<file path="src/rtl/disp_scan_pkg.sv">
`default_nettype none
// ============================================================================
// Module  : disp_scan_pkg
// Brief   : Segment patterns, digit-index encoding and BCD helper for disp_scan
// Revision: 1.0
// ============================================================================
package disp_scan_pkg;

  typedef enum logic [1:0] {
    c_DIG_0 = 2'd0,
    c_DIG_1 = 2'd1,
    c_DIG_2 = 2'd2,
    c_DIG_3 = 2'd3
  } digit_idx_e;

  // Active-low patterns, bit order {a,b,c,d,e,f,g}
  localparam logic [6:0] c_SEG_0     = 7'h01;
  localparam logic [6:0] c_SEG_1     = 7'h4F;
  localparam logic [6:0] c_SEG_2     = 7'h12;
  localparam logic [6:0] c_SEG_3     = 7'h06;
  localparam logic [6:0] c_SEG_4     = 7'h4C;
  localparam logic [6:0] c_SEG_5     = 7'h24;
  localparam logic [6:0] c_SEG_6     = 7'h20;
  localparam logic [6:0] c_SEG_7     = 7'h0F;
  localparam logic [6:0] c_SEG_8     = 7'h00;
  localparam logic [6:0] c_SEG_9     = 7'h04;
  localparam logic [6:0] c_SEG_E     = 7'h30;
  localparam logic [6:0] c_SEG_MINUS = 7'h7E;
  localparam logic [6:0] c_SEG_BLANK = 7'h7F;

  function automatic logic has_non_bcd(input logic [15:0] value);
    logic bad;
    bad = 1'b0;
    for (int i = 0; i < 4; i++) begin
      if (value[i*4 +: 4] > 4'd9) bad = 1'b1;
    end
    return bad;
  endfunction

endpackage
`default_nettype wire

</file>
<file path="src/rtl/disp_scan_seg_decode.sv">
`default_nettype none
// ============================================================================
// Module  : seg_decode
// Brief   : One BCD digit to active-low 7-segment pattern, with blank/minus
// Revision: 1.0
// ============================================================================
module seg_decode
  import disp_scan_pkg::*;
(
  input  logic [3:0] i_digit,
  input  logic       i_blank,
  input  logic       i_minus,
  output logic [6:0] o_seg
);

  // The minus sign sits in a blanked position, so it must win over blank
  always_comb begin
    o_seg = c_SEG_E;
    if (i_minus) begin
      o_seg = c_SEG_MINUS;
    end else if (i_blank) begin
      o_seg = c_SEG_BLANK;
    end else begin
      case (i_digit)
        4'd0:    o_seg = c_SEG_0;
        4'd1:    o_seg = c_SEG_1;
        4'd2:    o_seg = c_SEG_2;
        4'd3:    o_seg = c_SEG_3;
        4'd4:    o_seg = c_SEG_4;
        4'd5:    o_seg = c_SEG_5;
        4'd6:    o_seg = c_SEG_6;
        4'd7:    o_seg = c_SEG_7;
        4'd8:    o_seg = c_SEG_8;
        4'd9:    o_seg = c_SEG_9;
        default: o_seg = c_SEG_E;
      endcase
    end
  end

endmodule
`default_nettype wire

</file>
<file path="src/rtl/disp_scan.sv">
`default_nettype none
// ============================================================================
// Module  : disp_scan
// Brief   : 4-digit multiplexed 7-segment scanner with frame-synchronous load
// Revision: 1.0
// ============================================================================
module disp_scan
  import disp_scan_pkg::*;
#(
  parameter int CLK_DIV = 50000
) (
  input  logic        clk,
  input  logic        reset,
  input  logic        enable,
  input  logic [15:0] bcd_in,
  input  logic        neg,
  input  logic        load,
  input  logic        blank_lz,
  output logic [3:0]  anodes,
  output logic [6:0]  segments,
  output logic        dp,
  output logic        frame_done,
  output logic        err
);

  localparam int              c_PW   = $clog2(CLK_DIV);
  localparam logic [c_PW-1:0] c_PMAX = c_PW'(CLK_DIV - 1);

  logic [c_PW-1:0] r_presc;
  digit_idx_e      r_idx;
  logic [15:0]     r_stage;
  logic [15:0]     r_shadow;
  logic            r_stage_neg;
  logic            r_shadow_neg;
  logic            r_pending;
  logic            r_err;

  logic            w_tick;
  logic            w_boundary;
  logic [3:0]      w_lead;
  logic [3:0]      w_minus;
  logic [3:0]      w_digit;
  logic [6:0]      w_seg;

  assign w_tick     = enable && (r_presc == c_PMAX);
  assign w_boundary = w_tick && (r_idx == c_DIG_0);
  assign frame_done = w_boundary && !reset;
  assign err        = r_err;

  always_ff @(posedge clk) begin
    if (reset) begin
      r_presc <= '0;
      r_idx   <= c_DIG_3;
    end else if (enable) begin
      r_presc <= w_tick ? '0 : r_presc + c_PW'(1);
      if (w_tick) r_idx <= digit_idx_e'(r_idx - 2'd1);
    end
  end

  // A load on the boundary bypasses staging so it is never left pending
  always_ff @(posedge clk) begin
    if (reset) begin
      r_stage      <= '0;
      r_stage_neg  <= 1'b0;
      r_shadow     <= '0;
      r_shadow_neg <= 1'b0;
      r_pending    <= 1'b0;
      r_err        <= 1'b0;
    end else if (w_boundary) begin
      r_pending <= 1'b0;
      if (load) begin
        r_shadow     <= bcd_in;
        r_shadow_neg <= neg;
        r_err        <= has_non_bcd(bcd_in);
      end else if (r_pending) begin
        r_shadow     <= r_stage;
        r_shadow_neg <= r_stage_neg;
        r_err        <= has_non_bcd(r_stage);
      end
    end else if (load) begin
      r_stage     <= bcd_in;
      r_stage_neg <= neg;
      r_pending   <= 1'b1;
    end
  end

  // w_lead[i]: digit i is a leading zero to be blanked; digit 0 is always shown
  assign w_lead[3] = blank_lz && (r_shadow[15:12] == 4'd0);
  assign w_lead[2] = w_lead[3] && (r_shadow[11:8] == 4'd0);
  assign w_lead[1] = w_lead[2] && (r_shadow[7:4] == 4'd0);
  assign w_lead[0] = 1'b0;
  assign w_minus   = {4{r_shadow_neg}} & w_lead & ~{w_lead[2:0], 1'b0};
  assign w_digit   = r_shadow[{r_idx, 2'b00} +: 4];

  seg_decode u_seg_decode (
    .i_digit (w_digit),
    .i_blank (w_lead[r_idx]),
    .i_minus (w_minus[r_idx]),
    .o_seg   (w_seg)
  );

  // The tick cycle registers a dark gap; the new index drives one cycle later
  always_ff @(posedge clk) begin
    if (reset || !enable || w_tick) begin
      anodes   <= 4'hF;
      segments <= c_SEG_BLANK;
      dp       <= 1'b1;
    end else begin
      anodes   <= ~(4'b0001 << r_idx);
      segments <= w_seg;
      dp       <= !(r_shadow_neg && !w_lead[3] && (r_idx == c_DIG_3));
    end
  end

endmodule
`default_nettype wire

</file>
<file path="config.mk">
export PLATFORM = sky130hd
export DESIGN_NAME = disp_scan
export DESIGN_NICKNAME = d
export VERILOG_FILES = /design/src/rtl/disp_scan_pkg.sv /design/src/rtl/disp_scan_seg_decode.sv /design/src/rtl/disp_scan.sv
export SDC_FILE = /design/constraint.sdc
export NUM_CORES = 1
export LEC_CHECK = 0
export BUFFER_PORTS_ARGS = -buffer_cell sky130_fd_sc_hd__buf_4
export CORE_MARGIN = 4
export CORE_UTILIZATION = 40
export CTS_CLUSTER_DIAMETER = 100
export DETAILED_ROUTE_END_ITERATION = 10
export HOLD_SLACK_MARGIN = 0.06
export SLEW_MARGIN = 20
export SYNTH_ARGS = -nofsm -noshare
export SYNTH_HDL_FRONTEND = slang
export SYNTH_HIERARCHICAL = 1
export SYNTH_SLANG_ARGS = --single-unit
export TNS_END_PERCENT = 1
</file>
<file path="constraint.sdc">
create_clock -name clk -period 2.94 [get_ports clk]
set_input_delay 0 -clock clk [delete_from_list [all_inputs] [get_ports clk]]
set_output_delay 0 -clock clk [all_outputs]
set_load 0.01 [all_outputs]
</file>
# Word-level counts from Yosys, hierarchy flattened
# Memory sizes are Yosys's and may differ from the RTL's.
# Index checks and enable logic that the tools add are counted.
[totals]
inputBits = 22
ff_bits = 66
ramBits = 0
out_inout_bits = 14
n_memories = 1
latchBits = 0
romBits = 112
wordCells = 78
[memory_table]
columns = ["memory", "words", "width", "read_ports", "rd_clocked_by_memory_dff", "write_ports", "line", "source"]
rows = [
  ["(name not given)", 16, 7, 1, 0, 0, "disp_scan_seg_decode.sv:24", "case (i_digit)"],
]
[classes]
n_addsub = 2
n_eq_ne = 2
magnitude_cmp = 9
reduce_logical = 24
n_shift = 2
multipliers = 0
n_div = 0
bitwise = 5
n_mux = 21
[op_table]
columns = ["op", "n"]
rows = [
  ["two-way mux 16 bit", 3],
  ["> comparator 4 bit (second input constant)", 8],
  ["adder 16 x 1 -> 16 bit (second input constant)", 1],
  ["== test 16 bit (second input constant)", 1],
  ["two-way mux 1 bit", 16],
  ["indexed part select 16 x 5 -> 4 bit", 1],
  ["zero test 4 bit", 3],
  ["bitwise AND 4 bit", 2],
  ["logical AND 1 bit", 8],
  ["inverter 4 bit", 2],
  ["AND reduction 2 bit", 3],
  ["binary-select mux 1 bit (select 2 bit)", 2],
  ["zero test 1 bit", 4],
  ["<< shifter 1 x 2 -> 4 bit (first input constant)", 1],
  ["< comparator 2 x 3 -> 1 bit (second input constant)", 1],
  ["OR reduction 3 bit", 1],
  ["== test 2 bit (second input constant)", 1],
  ["zero test 2 bit", 1],
  ["logical OR 1 bit", 2],
  ["nonzero test 2 bit", 1],
  ["OR reduction 2 bit", 1],
  ["subtractor 2 x 1 -> 2 bit (second input constant)", 1],
  ["inverter 1 bit", 1],
]

# Depth between registers and ports, before layout
# Gate-level depths: netlist (run 1).
[depth]
ltp_word = 9
ltp_mapped = 8
mapped_depth_nobuf = 7

# Modules after synthesis
# The synthesis (run 1) kept the hierarchy.
[modules_own_cells]
columns = ["mod", "seq_area_each_um2", "area_each_um2", "instances", "cells_each"]
rows = [
  ["disp_scan", 1321.3, 3056.7, 1, 342],
  ["seg_decode", 0.0, 221.5, 1, 33],
]

# Worst setup path after synthesis (run 1)
# OpenSTA, ideal clock, no wires.
[synth_timing]
kind = "flip-flop to flip-flop"
startpoint = "register r_idx[0]"
endpoint = "register segments[2]"
n_path_buf = 1
period_less_slack_ns = 2.149
stages_incl_launch_ff = 8
required_time_ns = 2.814
slack_ns = 0.791
setup_time_ns = 0.126
arrival_ns = 2.023
cell_sequence = "dfxtp_1 -> clkbuf_1 -> mux4_2 -> ha_1 -> mux2_4 -> nand2_1 -> o311ai_1 -> nand2b_1"
[synth_via]
word_cells_on_any_way = 7
classes_between = "shift (1); mux (4); reduce/logical (1); memory (1)"
[synth_lines]
columns = ["element", "line", "source"]
rows = [
  ["start, declared", "disp_scan.sv:30", "digit_idx_e r_idx;"],
  ["start signal, assigned", "disp_scan.sv:53", "r_idx <= c_DIG_3;"],
  ["start signal, assigned", "disp_scan.sv:56", "if (w_tick) r_idx <= digit_idx_e'(r_idx - 2'd1);"],
  ["indexed part select 16 x 5 -> 4 bit", "disp_scan.sv:93", "assign w_digit = r_shadow[{r_idx, 2'b00} +: 4];"],
  ["via w_digit[0]", "disp_scan.sv:42", "logic [3:0] w_digit;"],
  ["memory (16 x 7 bit)", "-", ""],
  ["end signal, assigned", "disp_scan.sv:106", "segments <= c_SEG_BLANK;"],
  ["end signal, assigned", "disp_scan.sv:110", "segments <= w_seg;"],
  ["end, declared", "disp_scan.sv:20", "output logic [6:0] segments,"],
]
# The timed path passes the listed nets, and every way through them passes these cells. The select of a mux whose other input is x is not followed.
# A chain may end at the register's enable or synchronous reset.

# Worst setup path in the final report (run 1)
[layout_timing]
startpoint = "register r_presc[0]"
endpoint = "register r_presc[1]"
[layout_via]
elab_chain_cells = 3
word_cells_on_any_way = 4
classes_between = "add/sub (1); eq/ne (1); mux (1); reduce/logical (1)"
[layout_lines]
columns = ["element", "line", "source"]
rows = [
  ["start, declared", "disp_scan.sv:29", "logic [c_PW-1:0] r_presc;"],
  ["start signal, assigned", "disp_scan.sv:55", "r_presc <= w_tick ? '0 : r_presc + c_PW'(1);"],
  ["parallel branches: the longest is 2 deep, another holds adder 16 x 1 -> 16 bit", "-", ""],
  ["two-way mux 16 bit *", "disp_scan.sv:55", ""],
]
# Every way passes the cells marked *.

==> impl_metrics.toml, run 1 <==
[setup_path]
cp.required_ns = 3.17
start_kind = "flip-flop"
arrival_ns = 2.62
crit_type = "reg2reg"
worst-r2r-cell-count = 6
cp-end-kind = "flip-flop"
cp_max_fo = 9

[floorplanning]
rows = 32
die_h_um = 98.53
die_x_um = 98.53
die_area_um2 = 9708
core_um2 = 7848
initial_core_util_pct = 41.77
io_pins = 36

[timing]
setup_viol_count_final = 0
max-slew-margin-rel_pct = 58.83
post-route-period-util_pct = 81.42
slew_viol_final = 0
tns_ns = 0
fin_skew_ns = 0.008251
tightest_slew_ns = 0.6119
setup_ws_ns = 0.5463
finalHoldViolCount = 0
rsz0062_at_grt = "false"
period_needed_ns = 2.394
timing.fmax_ghz = 0.4178

[global_routing]
grt_antenna_before_repair = 0
grt_start_max_net_pins = 39
grt_pass1_vias = 2633
grt_overflow = 0
grtUsageTotal_pct = 15.83
grt_pass1_wl_um = 12610

[final_layout]
antennaDiodeCount = 0
drive_gt1_share_pct = 15.15
fill_cells = 762
design_area_um2 = 4030
area_growth_pct = 22.94
utilization_pct = 51.36
final_net_count = 456

[synth]
ys_ff_latch = 66
yosys_warnings = 6
async_flop_share_pct = 0
synth.most_common_cell = "dfxtp_1"
ys_seq_area_share_pct = 40.31
yosysTopAreaCell = "dfxtp_1"
synthFlopType = "dfxtp_1"
syn_nets = 407
synth_area_um2 = 3278
synthCells = 375
synth_cell_types = 41
netlist.area_leader.share_pct = 40.31
synthTopCellsByArea = "dfxtp_1 (40%), mux2i_1 (11%), o21ai_0 (5.8%)"
yosys-top-cells-count = "dfxtp_1 (66), nand2_1 (50), o21ai_0 (38), mux2i_1 (35), a21oi_1 (31)"
synth_edf_count = 0
postSynthAreaPerCell_um2 = 8.742

[cts]
numCtsBuffers = 9
cts-root-buf = "clkbuf_8"
cts.sinks = 66
htreeDepth = 3
cts-resized-gates = 0
clk_pin_slew_worst_paths_ns = 0.08
clock_latency_ns = 0.34
cts_tree = "done"
clock_tree.buffer_depth = 2

[run_status]
status = "completed"

[drt]
met2_length_um = 3243
m1WireLength_um = 3710
firstDrtPassIters = 4
maxUsedRoutingLayer = "met4"
drt_iter0_markers = 126
drc = 0
via_per_inst = 5.175
via_count = 2748
routedWlPerCell_um = 13.81
postRouteAntennaNets = 0
wl_met3_um = 301
wirelength_um = 7331

[flow_run]
cap_viol_max_count = 0

[placed_design]
numPortBuffers = 35
finalWeightedCongestion = 0.8280
place_hpwl_um = 5059
place_ws_ns = 0.6248
placed_area_um2 = 3593

[pwr]
power_w = 0.001946
vdd_ir_drop_max_v = 0.0002930
leakagePower_nw = 1.567
power_per_cell_area_nw_per_um2 = 482.9

[hold_path]
hold_depth = 2
min_path_type = "in2reg"
[where the power goes]
| group | leakage [nW] | internal (W) | total [W] | switching (W) |
|---|---|---|---|---|
| sequential | 0.537 | 0.000915 | 0.000928 | 0.0000128 |
| clock | 0.109 | 0.000502 | 0.000866 | 0.000364 |
| combinational | 0.920 | 0.0000796 | 0.000153 | 0.0000733 |
[sequential cells by signal, indices dropped and copies added, names as in the netlist, 2 cells and up]
signal and cells:
r_presc 16, r_shadow 16, r_stage 16, segments 7, anodes 4, r_idx 2
[cell usage in the layout (no fill, tap or decap), types with 2 or more instances in the layout]
cell type      synthesis  layout
o31ai_1                2       2
xor2_1                 3       3
buf_4                  1      40
nor2b_1                2       2
dfxtp_1               66      66
nand2b_1              11      11
ha_1                  10      10
or4_1                  2       2
xnor2_1                6       6
mux2i_1               35      35
nor2_1                15      15
o21ai_0               38      38
nor4_1                 9       9
nand4_1                7       7
and4_1                 2       2
inv_1                 12      12
nor3_1                 2       2
or3_1                 23      23
nand2_1               50      50
o211ai_1               2       2
a21oi_1               31      31
clkinvlp_4             0       2
dlygate4sd3_1          0      21
nand3_1                5       5
mux4_2                 4       4
o211a_1                2       2
bufinv_16              0       2
clkbuf_8               0      10
[timing repair]
| action | CTS | global route |
|---|---|---|
| hold endpoints to repair | 39 | 0 |
| buffers inserted | 0 | 0 |
| hold buffers | 21 | 0 |
[cell families after synthesis]
kind of cell               after synthesis  synth area share, %
and+or+nand+nor                        133                20.80
AOI/OAI and AO/OA                       82                13.78
DFF                                     66                40.31
muxes                                   40                13.89
buffers and inverters                   35                5.000
adders and majority gates               10                3.817
xor gates and xnor gates                 9                2.405
[worst max-delay path, cell delays in order (launching register included)]
cell and delay, ns:
dfxtp_1 0.39, ha_1 0.23, nand4_2 0.18, or4_1 0.65, o211ai_1 0.21, a21oi_1 0.08
dlygate4sd3_1 0.55
[worst paths after layout]
| kind | startpoint | endpoint | slack (ns) |
|---|---|---|---|
| min | load | r_pending | 0.16 |
| max | r_presc[0] | r_presc[1] | 0.55 |
| min reg2reg | r_shadow_neg | dp | 0.44 |
| max reg2reg | r_presc[0] | r_presc[1] | 0.55 |
[final cells by class]
class                      count  area [um2]  area share (%)
timing repair buffer          61       510.5           12.67
tap                          102       127.6           3.167
sequential                    66        1321           32.78
clock inverter                 6       88.84           2.204
multi-input combinational    274        1799           44.64
clock buffer                  10       137.6           3.415
inverter                      12       45.04           1.118
[layer usage]
metal / track usage, % / up-vias
met2: 24.02 / 49
met3: 3.963 / 8
met1: 22.16 / 1260
met5: 0 / -
li1: - / 1431
met4: 4.937 / 0
[metrics by stage]
stage	instances	hold WS [ns]
after floorplan	375	0.1036
after global placement	494	0.2695
after detailed placement	494	0.2744
after CTS	531	0.1519
after global routing	531	0.1663
final	531	0.1625
Power figures use the tool's default switching activity.
==> run 2, diff against run 1 <==
Clock period 2.94 ns to 2.2 ns, I/O delays scaled along.
==> impl_metrics.toml, run 2 (same netlist as run 1, synthesis figures left out) <==
[cts]
cts.sinks = 66
htreeDepth = 3
clock_tree.buffer_depth = 2
cts-root-buf = "clkbuf_8"
numCtsBuffers = 9
cts_tree = "done"
postCtsSetupRepairBufs = 0
clk_pin_slew_worst_paths_ns = 0.07
clock_latency_ns = 0.34

[floorplanning]
rows = 32
die_h_um = 98.53
core_um2 = 7848
die_area_um2 = 9708
die_x_um = 98.53
io_pins = 36
initial_core_util_pct = 41.77

[timing]
timing.fmax_ghz = 0.4815
post-route-period-util_pct = 94.39
rsz0062_at_grt = "false"
slew_viol_final = 0
setup_viol_count_final = 0
period_needed_ns = 2.077
finalHoldViolCount = 0
max-slew-margin-rel_pct = 63.06
tightest_slew_ns = 0.5491
fin_skew_ns = 0.006581
tns_ns = 0

[setup_path]
arrival_ns = 2.34
reg2reg_from = "r_presc[0]"
cp.required_ns = 2.46
cp-end-kind = "flip-flop"
start_kind = "flip-flop"
crit_type = "reg2reg"
cp_max_fo = 44
critPathLaunch = "r_presc[0]"

[pwr]
power_per_cell_area_nw_per_um2 = 631.2
vdd_ir_drop_max_v = 0.0003783
leakagePower_nw = 1.571
power_w = 0.002554

[global_routing]
grt_pass1_vias = 2618
grt_pass1_wl_um = 12710
grt_antenna_before_repair = 0
grtUsageTotal_pct = 15.91
grt_overflow = 0
grt_start_max_net_pins = 45

[final_layout]
utilization_pct = 51.56
final_cell_mix = "dfxtp_1 (65), nand2_1 (50), buf_4 (41), o21ai_0 (38), mux2i_1 (35)"
reg_top3 = "r_presc: 16 flops, r_shadow: 16 flops, r_stage: 16 flops"
area_growth_pct = 23.44
antennaDiodeCount = 0
layout_commonest_cell = "dfxtp_1"
final_net_count = 457
fill_cells = 785
drive_gt1_share_pct = 16.05

[hold_path]
min-delay-start = "load"
min_path_type = "in2reg"

[drt]
postRouteAntennaNets = 0
firstDrtPassIters = 4
drc = 0
via_count = 2790
drt_iter0_markers = 166
wirelength_um = 7271
routedWlPerCell_um = 13.67
via_per_inst = 5.244

[placed_design]
finalWeightedCongestion = 0.8474
place_hpwl_um = 5099
numPortBuffers = 35

[run_status]
status = "completed"

[flow_run]
cap_viol_max_count = 0
## run 2: timing repair
action | CTS | global route
gates resized for setup | 0 | 2
hold endpoints to repair | 39 | 0
endpoints found under the setup margin | 0 | 2
hold buffers | 20 | 0
## run 2: cell type report
class	instances	area, um2	share of cell area [%]
clock inverter	7	93.84	2.319
clock buffer	9	123.9	3.061
tap	102	127.6	3.154
multi-input combinational	274	1805	44.62
sequential	66	1323	32.68
timing repair buffer	62	528.0	13.05
inverter	12	45.04	1.113
## run 2: path summary, 6_finish.rpt
path              slack [ns]  depth (start not counted)     endpoint
setup / recovery        0.12                          6  r_shadow[7]
hold / removal          0.16                          2    r_pending
setup reg to reg        0.12                          6  r_shadow[7]
hold reg to reg         0.43                          1           dp
## run 2: report_power, final
group,switching [W],internal [W]
clock network,0.000476,0.000635
registers,0.0000170,0.00122
logic,0.0000979,0.000105
total,0.000591,0.00196
## run 2: stage by stage
step	hold slack (ns)	instances	worst slack, ns	cell area [um2]
floorplan	0.1036	375	0.05112	3278
global placement	0.2691	496	0.2372	3621
detailed placement	0.2790	496	0.1434	3621
CTS	0.1519	532	0.02513	4039
global route	0.1665	532	0.005445	4046
finish	0.1641	532	0.1234	4046
## run 2: metal layers
layer  vias up  GRT usage (%)  wire length [um]  share of wire, %
li1       1433              -                 -                 -
met1      1305          21.63              3541                49
met2        45          25.17              3329                46
met3         7          3.539               322               4.4
met4         0          5.042                78               1.1
met5         -              0                 0                 0
## run 2: critical path, stage by stage, from the launching register on
cell and delay (ns):
dfxtp_1 0.39, ha_1 0.22, nand4_2 0.12, or4_1 0.54, buf_12 0.20, or3_1 0.38, a21oi_1 0.15
==> run 3, diff against run 2 <==
Settings changed: MAX_ROUTING_LAYER set to met4.
==> impl_metrics.toml, run 3 (same netlist as run 1, synthesis figures left out) <==
[timing]
tns_ns = 0
rsz0062_at_grt = "false"
setup_viol_count_final = 0
max-slew-margin-rel_pct = 62.86
timing.fmax_ghz = 0.4804
slew_viol_final = 0
post-route-period-util_pct = 94.62
period_needed_ns = 2.082
tightest_slew_ns = 0.5520
fin_skew_ns = 0.006437
finalHoldViolCount = 0

[final_layout]
drive_gt1_share_pct = 16.05
final_cells = 532
utilization_pct = 51.56
final_cell_mix = "dfxtp_1 (65), nand2_1 (50), buf_4 (41), o21ai_0 (38), mux2i_1 (35)"
antennaDiodeCount = 0
layout_commonest_cell = "dfxtp_1"
reg_top3 = "r_presc: 16 flops, r_shadow: 16 flops, r_stage: 16 flops"
final_net_count = 457
area_growth_pct = 23.44

[cts]
clock_tree.buffer_depth = 2
postCtsSetupRepairBufs = 0
numCtsBuffers = 9
cts_tree = "done"
htreeDepth = 3
clock_latency_ns = 0.34
cts-root-buf = "clkbuf_8"
cts.sinks = 66
clk_pin_slew_worst_paths_ns = 0.07

[global_routing]
grt_overflow = 0
grtUsageTotal_pct = 16.39
grt_start_max_net_pins = 45
grt_antenna_before_repair = 0
grt_pass1_wl_um = 12730
grt_pass1_vias = 2614

[flow_run]
cap_viol_max_count = 0

[drt]
maxUsedRoutingLayer = "met4"
via_per_inst = 5.229
postRouteAntennaNets = 0
firstDrtPassIters = 4
met2_length_um = 3271
m1WireLength_um = 3637
routedWlPerCell_um = 13.68
drt_iter0_markers = 157
drc = 0
wl_met3_um = 264
via_count = 2782
wirelength_um = 7277

[floorplanning]
die_x_um = 98.53
io_pins = 36
die_area_um2 = 9708
rows = 32
initial_core_util_pct = 41.77
core_um2 = 7848
die_h_um = 98.53

[setup_path]
path_buf_inv = 1
arrival_ns = 2.35
cp.required_ns = 2.47
crit_chain = "ha_1, nand4_2, or4_1, buf_12, or3_1, a21oi_1"
cp-end-kind = "flip-flop"
cp_slowest_cell = "or4_1"
cp_max_fo = 44
r2r_slack_ns = 0.12
crit_type = "reg2reg"
cp_top_family = "simple AND/OR/NAND/NOR gates"
start_kind = "flip-flop"
cp_slowest_stage_delay_ns = 0.54

[placed_design]
dp_cells = 496
numPortBuffers = 35
place_hpwl_um = 5099
finalWeightedCongestion = 0.8607

[pwr]
vdd_ir_drop_max_v = 0.0003783
power_per_cell_area_nw_per_um2 = 631.9
leakagePower_nw = 1.571
power_w = 0.002557

[run_status]
status = "completed"

[hold_path]
min_path_type = "in2reg"
==> run 3: per-layer routing <==
| metal | GRT usage (%) | vias up |
|---|---|---|
| met1 | 21.72 | 1296 |
| met4 | 5.042 | 0 |
| met5 | - | - |
| li1 | - | 1437 |
| met2 | 25.17 | 40 |
| met3 | 3.468 | 9 |
==> run 3: path summary, 6_finish.rpt <==
kind,from,end,depth (start not counted)
min,load,r_pending,2
min reg2reg,r_shadow_neg,dp,1
max,r_presc[0],r_shadow[7],6
max reg2reg,r_presc[0],r_shadow[7],6
==> run 3: worst register-to-register path, delay by kind of cell, from the launching register on <==
kind                       cells  cell delay [ns]
DFF                            1             0.38
adders and majority gates      1             0.22
buffers and inverters          1             0.20
and+or+nand+nor                3             1.06
AOI/OAI and AO/OA              1             0.16
==> run 3: per-stage QoR <==
stage	area (um2)	setup slack, ns	hold WS [ns]
6_report	4046	0.1184	0.1621
3_3_place_gp	3621	0.2372	0.2691
4_1_cts	4039	0.02513	0.1519
3_5_place_dp	3621	0.1434	0.2790
2_1_floorplan	3278	0.05112	0.1036
5_1_grt	4046	0.004814	0.1665
==> run 3: cell type report <==
class                      count  area (um2)
clock buffer                   9       123.9
clock inverter                 7       93.84
fill                         785        3801
inverter                      12       45.04
multi-input combinational    274        1805
sequential                    66        1323
tap                          102       127.6
timing repair buffer          62       528.0
==> run 3: report_power, final <==
| part | leakage (nW) | internal (W) | switching [W] | total (W) |
|---|---|---|---|---|
| registers | 0.537 | 0.00122 | 0.0000169 | 0.00124 |
| logic | 0.929 | 0.000105 | 0.0000980 | 0.000203 |
| clock network | 0.105 | 0.000635 | 0.000479 | 0.00111 |
| total | 1.57 | 0.00196 | 0.000594 | 0.00256 |
==> run 3: repair_timing <==
| action | CTS | global route |
|---|---|---|
| endpoints found under the setup margin | 0 | 2 |
| gates resized for setup | 0 | 2 |
| hold endpoints to repair | 39 | 0 |
| hold buffers | 20 | 0 |
